File: config.mk
export PLATFORM = sky130hd
export DESIGN_NAME = hex_rate_counter
export DESIGN_NICKNAME = d
export VERILOG_FILES = /design/src/rtl/hex_rate_counter.sv
export SDC_FILE = /design/constraint.sdc
export NUM_CORES = 1
export LEC_CHECK = 0
export CORE_MARGIN = 1.5
export CORE_UTILIZATION = 37
export DETAILED_ROUTE_END_ITERATION = 6
export PLACE_DENSITY_LB_ADDON = 0.15
export SLEW_MARGIN = 20
export SYNTH_ARGS = -nofsm -noshare
export SYNTH_HDL_FRONTEND = slang
export SYNTH_SLANG_ARGS = --single-unit
File: constraint.sdc
create_clock -name clock -period 5.5 [get_ports clock]
set_input_delay 0.825 -clock clock [delete_from_list [all_inputs] [get_ports clock]]
set_output_delay 0.825 -clock clock [all_outputs]
set_load 0.03 [all_outputs]
File: src/rtl/hex_rate_counter.sv
// hex_rate_counter: rate-divided 4-bit up/down hex counter with parallel load.
// Drives the nibble for the hex-digit segment decoder and flags each step
// (tick) and each wrap (carry), both registered and aligned with the new q.
module hex_rate_counter #(
   parameter int TICKS_1HZ = 50_000_000,
   parameter int CW        = $clog2(4*TICKS_1HZ)
) (
   input  logic          clock,
   input  logic          reset,
   input  logic          enable,
   input  logic          load,
   input  logic          up,
   input  logic [1:0]    rate_sel,
   input  logic [3:0]    d,
   output logic [3:0]    q,
   output logic          tick,
   output logic          carry
);

   // Terminal divider value (period minus one) for each rate_sel code:
   // 1, T, 2T, 4T cycles per step.
   logic [CW-1:0] period_m1 [4];

   genvar gi;
   generate
      for (gi = 0; gi < 4; gi++) begin : g_period
         if (gi == 0) begin : g_every_cycle
            assign period_m1[gi] = '0;
         end else begin : g_divided
            assign period_m1[gi] = CW'((TICKS_1HZ << (gi - 1)) - 1);
         end
      end
   endgenerate

   logic [CW-1:0] cnt_reg, cnt_next;
   logic [3:0]    q_reg, q_next;
   logic          tick_reg, tick_next;
   logic          carry_reg, carry_next;
   logic          terminal;
   logic          wraps;

   // The >= comparison forces a step if a shorter period is selected while
   // the divider already sits beyond the new terminal value.
   assign terminal = (cnt_reg >= period_m1[rate_sel]);
   assign wraps    = up ? (q_reg == 4'hF) : (q_reg == 4'h0);

   // Next-state rules in priority order: load, hold, step, count.
   always_comb begin
      cnt_next   = cnt_reg;
      q_next     = q_reg;
      tick_next  = 1'b0;
      carry_next = 1'b0;
      if (load) begin
         q_next   = d;
         cnt_next = '0;
      end else if (!enable) begin
         cnt_next = cnt_reg;
      end else if (terminal) begin
         cnt_next   = '0;
         q_next     = up ? (q_reg + 4'd1) : (q_reg - 4'd1);
         tick_next  = 1'b1;
         carry_next = wraps;
      end else begin
         cnt_next = cnt_reg + CW'(1);
      end
   end

   // State register; reset discards any partial divider count.
   always_ff @(posedge clock or posedge reset) begin
      if (reset) begin
         cnt_reg   <= '0;
         q_reg     <= 4'h0;
         tick_reg  <= 1'b0;
         carry_reg <= 1'b0;
      end else begin
         cnt_reg   <= cnt_next;
         q_reg     <= q_next;
         tick_reg  <= tick_next;
         carry_reg <= carry_next;
      end
   end

   assign q     = q_reg;
   assign tick  = tick_reg;
   assign carry = carry_reg;

endmodule

* Yosys cells after proc, flatten, opt, wreduce, memory -nomap -nowiden
Index checks and enable logic that the tools add are counted. W data, S select, Z words.
Operators by class: order comparisons 2, equal/unequal tests 1, bitwise gates (word level) 1, multiplexer cells 17, reductions and logical operators 4, add/sub/neg operators 3
Operators by type and width (number):
- $mux W28 | 5
- $bmux W28 S2 | 1
- $add A28 B1 Y28 const B | 1
- $ge A28 B28 Y1 | 1
- $mux W4 | 4
- $mux W1 | 7
- $add A4 B1 Y4 const B | 1
- $eq A4 B4 Y1 const B | 1
- $logic_not A4 Y1 | 1
- $reduce_bool A2 Y1 | 2
- $sub A4 B1 Y4 const B | 1
- $ge A3 B3 Y1 const B | 1
- $not A2 Y3 | 1
- $reduce_and A2 Y1 | 1
Word-level totals: register bits 34, output and inout port bits 6

* Depth between registers and ports, before layout
depth after elaboration 8, depth in mapped cells 12

* Least setup slack after synthesis
Ideal clock, no wire load.
kind in2reg, start in rate_sel[0], end reg cnt_reg[10], data arrival time 3.193 ns, path buffers 1, library setup time 0.101 ns, setup slack 2.206 ns, stages on the path 12, path through inv_1 -> ha_1 -> inv_1 -> ha_1 -> nand2b_1 -> a211o_1 -> o211ai_1 -> a21oi_1 -> o31ai_4 -> nand3_4 -> buf_2 -> o311ai_2
On the way: word-level cells in the longest chain between the ends 8
RTL lines:
- start: declaration | RTL line 13 | input logic [1:0] rate_sel,
- $not A2 Y3 (not written as such) | RTL line 44 | assign terminal = (cnt_reg >= period_m1[rate_sel]);
- $bmux W28 S2 | RTL line 44
- $mux W28 (not written as such) (2 in a row) | RTL line 44
- $ge A28 B28 Y1 | RTL line 44
- $mux W28 | RTL line 58 | end else if (terminal) begin
- $mux W28 | RTL line 56 | end else if (!enable) begin
- $mux W28 | RTL line 53 | if (load) begin
- end signal: assignment | RTL line 76 | cnt_reg <= cnt_next;
- end: declaration | RTL line 35 | logic [CW-1:0] cnt_reg, cnt_next;
No other way between the ends. The select of a mux whose other input is x is not followed. A chain may end at the register's enable or synchronous reset.

* Worst setup path after layout
start in rate_sel[0], end reg cnt_reg[11]
The elaborated chain is that of the path after synthesis.

==> metrics <==
Layout Area Growth over Synthesis=13.8%; commonest register cell after synthesis=dfrtp_1; initial DRC count=127; Ant. Diodes=0; peak supply drop=95.1 uV; WL final=6810 microns; chip width=87.1 microns; total grt overflow=0; pin slew with the least headroom to its limit=0.690 ns; cts repair resizes=0; cell at the slowest stage of the critical path=o311ai_0; Logic pwr share=0.135; pin count of the biggest net entering global routing=35; Port Buffer Count=16; Final Hold Vio Count=0; CP Capture Type=flop; Max Fclk=258 MHz; combinational family with the most area after synthesis=simple AND/OR/NAND/NOR gates; CP arrival=4.05 ns; XOR/XNOR Fraction of Synth Area=0.0134; P_leak=0.00121 uW; Slew headroom=0.537; Sequential Power Share=0.452; mean post-synth cell area=8.89 sq um; # rows=30; Setup Crit Path Kind=in -> reg; Hold/Removal Path Class=reg -> reg; CTS tree=built; Power Internal=418 uW; # DRC=0; max-slew violation count=0; post-route ant nets=0; cells on worst reg2reg path=7; asr flop ratio synth=1.00; critical path's largest stage delay=0.47 ns; antenna violations before repair=0; Sw Share=0.273; post-synthesis sequential area ratio=0.325; Root Driver=clkbuf_8; Hold Crit Depth=2; EDFF count, synth=0; Post-DP HPWL=4590 microns; initial core utilization=0.383; die height=87.1 microns; Setup Buffers After CTS=0; Tmin final=3.88 ns; Clock transition at path regs=0.08 ns; max-cap violations=0; worst-path cell chain=clkdlybuf4s50_1, inv_1, ha_1, inv_1, ha_1, nand2b_1, a211o_1, o211ai_1, a21oi_1, o31ai_4, nand3_4, o311ai_0; drt first pass iters=5; vias after detailed routing=2,396; global-route wire length before repair=11,500 microns; final setup vio count=0; # IOs=17; final net count=342; Simple-Gate Fraction of Synth Area=0.263; worst-case clock buffer depth=2; hold_ws=0.578 ns; Worst Path Max Fanout=27; Required @ worst endpoint=5.67 ns; final worst-path cycle share=0.706; GPL Wtd Cong=0.835; fill cell count=676; die area=7580 sq um; Num CTS Buffers=5; R2R Setup Slk=2.74 ns; status=finished clean; Post-CTS Hold Buffers=0; post-synthesis mux area share=0.00813; Critical Path Source Type=input port; H-tree depth=2; Compound-Gate Fraction of Synth Area=0.228; core area=6830 sq um; CTS Sinks=34; clock skew=0.00374 ns; #FFs+latches synth=34; setup TNS=0 ns; Post-Syn Nets=329; vias in the first global route=2,194; share of cells above drive strength 1=0.0747; RSZ-0062 raised after global routing=false; Pwr Density=193 nW/um^2; Cell Area, Synth=2620 sq um; clock insertion delay at the later pin of the skew report=0.30 ns; part of the power in the clock network=0.413; P_sw=157 uW; GRT Resource Usage Total=0.195; post-synthesis adder-cell area fraction=0.118; max reg flops=28; via/cell ratio=5.93; Synth Warn #=0; Netlist cell types=55; Mapped Cells=294; routed len/inst=16.8 microns
## power by group through the flow
stage	Clock (uW)	Combinational, uW	Sequential, uW
after floorplan	0	44.3	269
after global placement	0	78.1	265
after detailed placement	0	78.5	265
after CTS	243	79.2	260
after global routing	253	86.2	261
final	237	77.5	260
## path summary, 6_finish.rpt
path,from,to
max,rate_sel[0],cnt_reg[11]$_DFFE_PP0P_
min,cnt_reg[26]$_DFFE_PP0P_,cnt_reg[26]$_DFFE_PP0P_
max reg2reg,cnt_reg[25]$_DFFE_PP0P_,cnt_reg[11]$_DFFE_PP0P_
min reg2reg,cnt_reg[26]$_DFFE_PP0P_,cnt_reg[26]$_DFFE_PP0P_
max in group asynchronous,reset,cnt_reg[26]$_DFFE_PP0P_
min in group asynchronous,reset,q[0]$_DFFE_PP0P_
## routing by layer
layer  GRT usage  routed length [microns]
met5           0                        0
met3      0.0322                      234
met1       0.271                     3290
met2       0.312                     3210
met4      0.0528                       71
## worst max-delay path, delay by kind of cell
family / cells / cell delay, ns
compound gates: 5 / 1.23
buf+inv: 3 / 0.80
fa+ha+maj: 2 / 0.68
simple gates: 2 / 0.49
## logic make-up (layout without fill, tap and decap cells)
kind of cell | after synthesis | in the layout
flip-flops | 34 | 34
buffers and inverters | 30 | 44
adder cells (fa/ha/maj) | 24 | 24
AO/OA/AOI/OAI | 76 | 76
XOR/XNOR | 4 | 4
AND/OR/NAND/NOR | 124 | 124
multiplexers | 2 | 2
## layout by cell type (no fill, tap or decap), types with 4 or more instances in the layout
master           instances
or3_1                    6
inv_1                   16
o311ai_2                 4
nand2_1                 33
o21ai_0                 10
a21oi_1                 11
nor3b_1                  4
nand4_1                 19
nor4_1                   4
clkbuf_8                 5
o22ai_1                  4
o31ai_1                  4
o311ai_1                 4
dfrtp_1                 34
nor2_1                   9
a31oi_1                  5
and3_1                   7
a22oi_1                  6
o311ai_0                 6
and2_1                   7
ha_1                    23
nor3_1                   4
clkdlybuf4s50_1         16
nand3_1                 13
## cell usage after synthesis, drive strengths merged, types with 4 or more instances
master,number,area [sq um]
o311ai,14,153
a22oi,6,45.0
a21oi,11,55.1
o21ai,10,50.1
or3,6,37.5
nand2,33,124
nand4,19,119
nor3b,4,30.0
o22ai,4,25.0
o31ai,6,63.8
nor3,4,20.0
and3,7,43.8
a31oi,5,31.3
nor4,4,25.0
nor2,9,33.8
ha,23,288
inv,17,63.8
dfrtp,34,851
clkbuf,10,37.5
nand3,14,82.6
and2,7,43.8
## through the flow
stage | util | power [uW] | setup slack [ns] | instances | cell area, sq um
after global routing | 0.436 | 600 | 1.36 | 404 | 2980
after detailed placement | 0.420 | 344 | 1.28 | 396 | 2870
after CTS | 0.436 | 582 | 1.58 | 404 | 2980
after global placement | 0.420 | 343 | 1.46 | 396 | 2870
final | 0.436 | 575 | 1.62 | 404 | 2980
after floorplan | - | 314 | 2.21 | 294 | 2620
## final cells by class
cell class	count	area, sq um	area share
clock inverters	3	40.0	0.0135
clock buffers	5	68.8	0.0231
inverters	17	63.8	0.0214
repair buffers	19	183	0.0614
well taps	96	120	0.0404
flip-flops and latches	34	851	0.286
multi-input cells	230	1650	0.554
(Power assumes the default switching activity.)
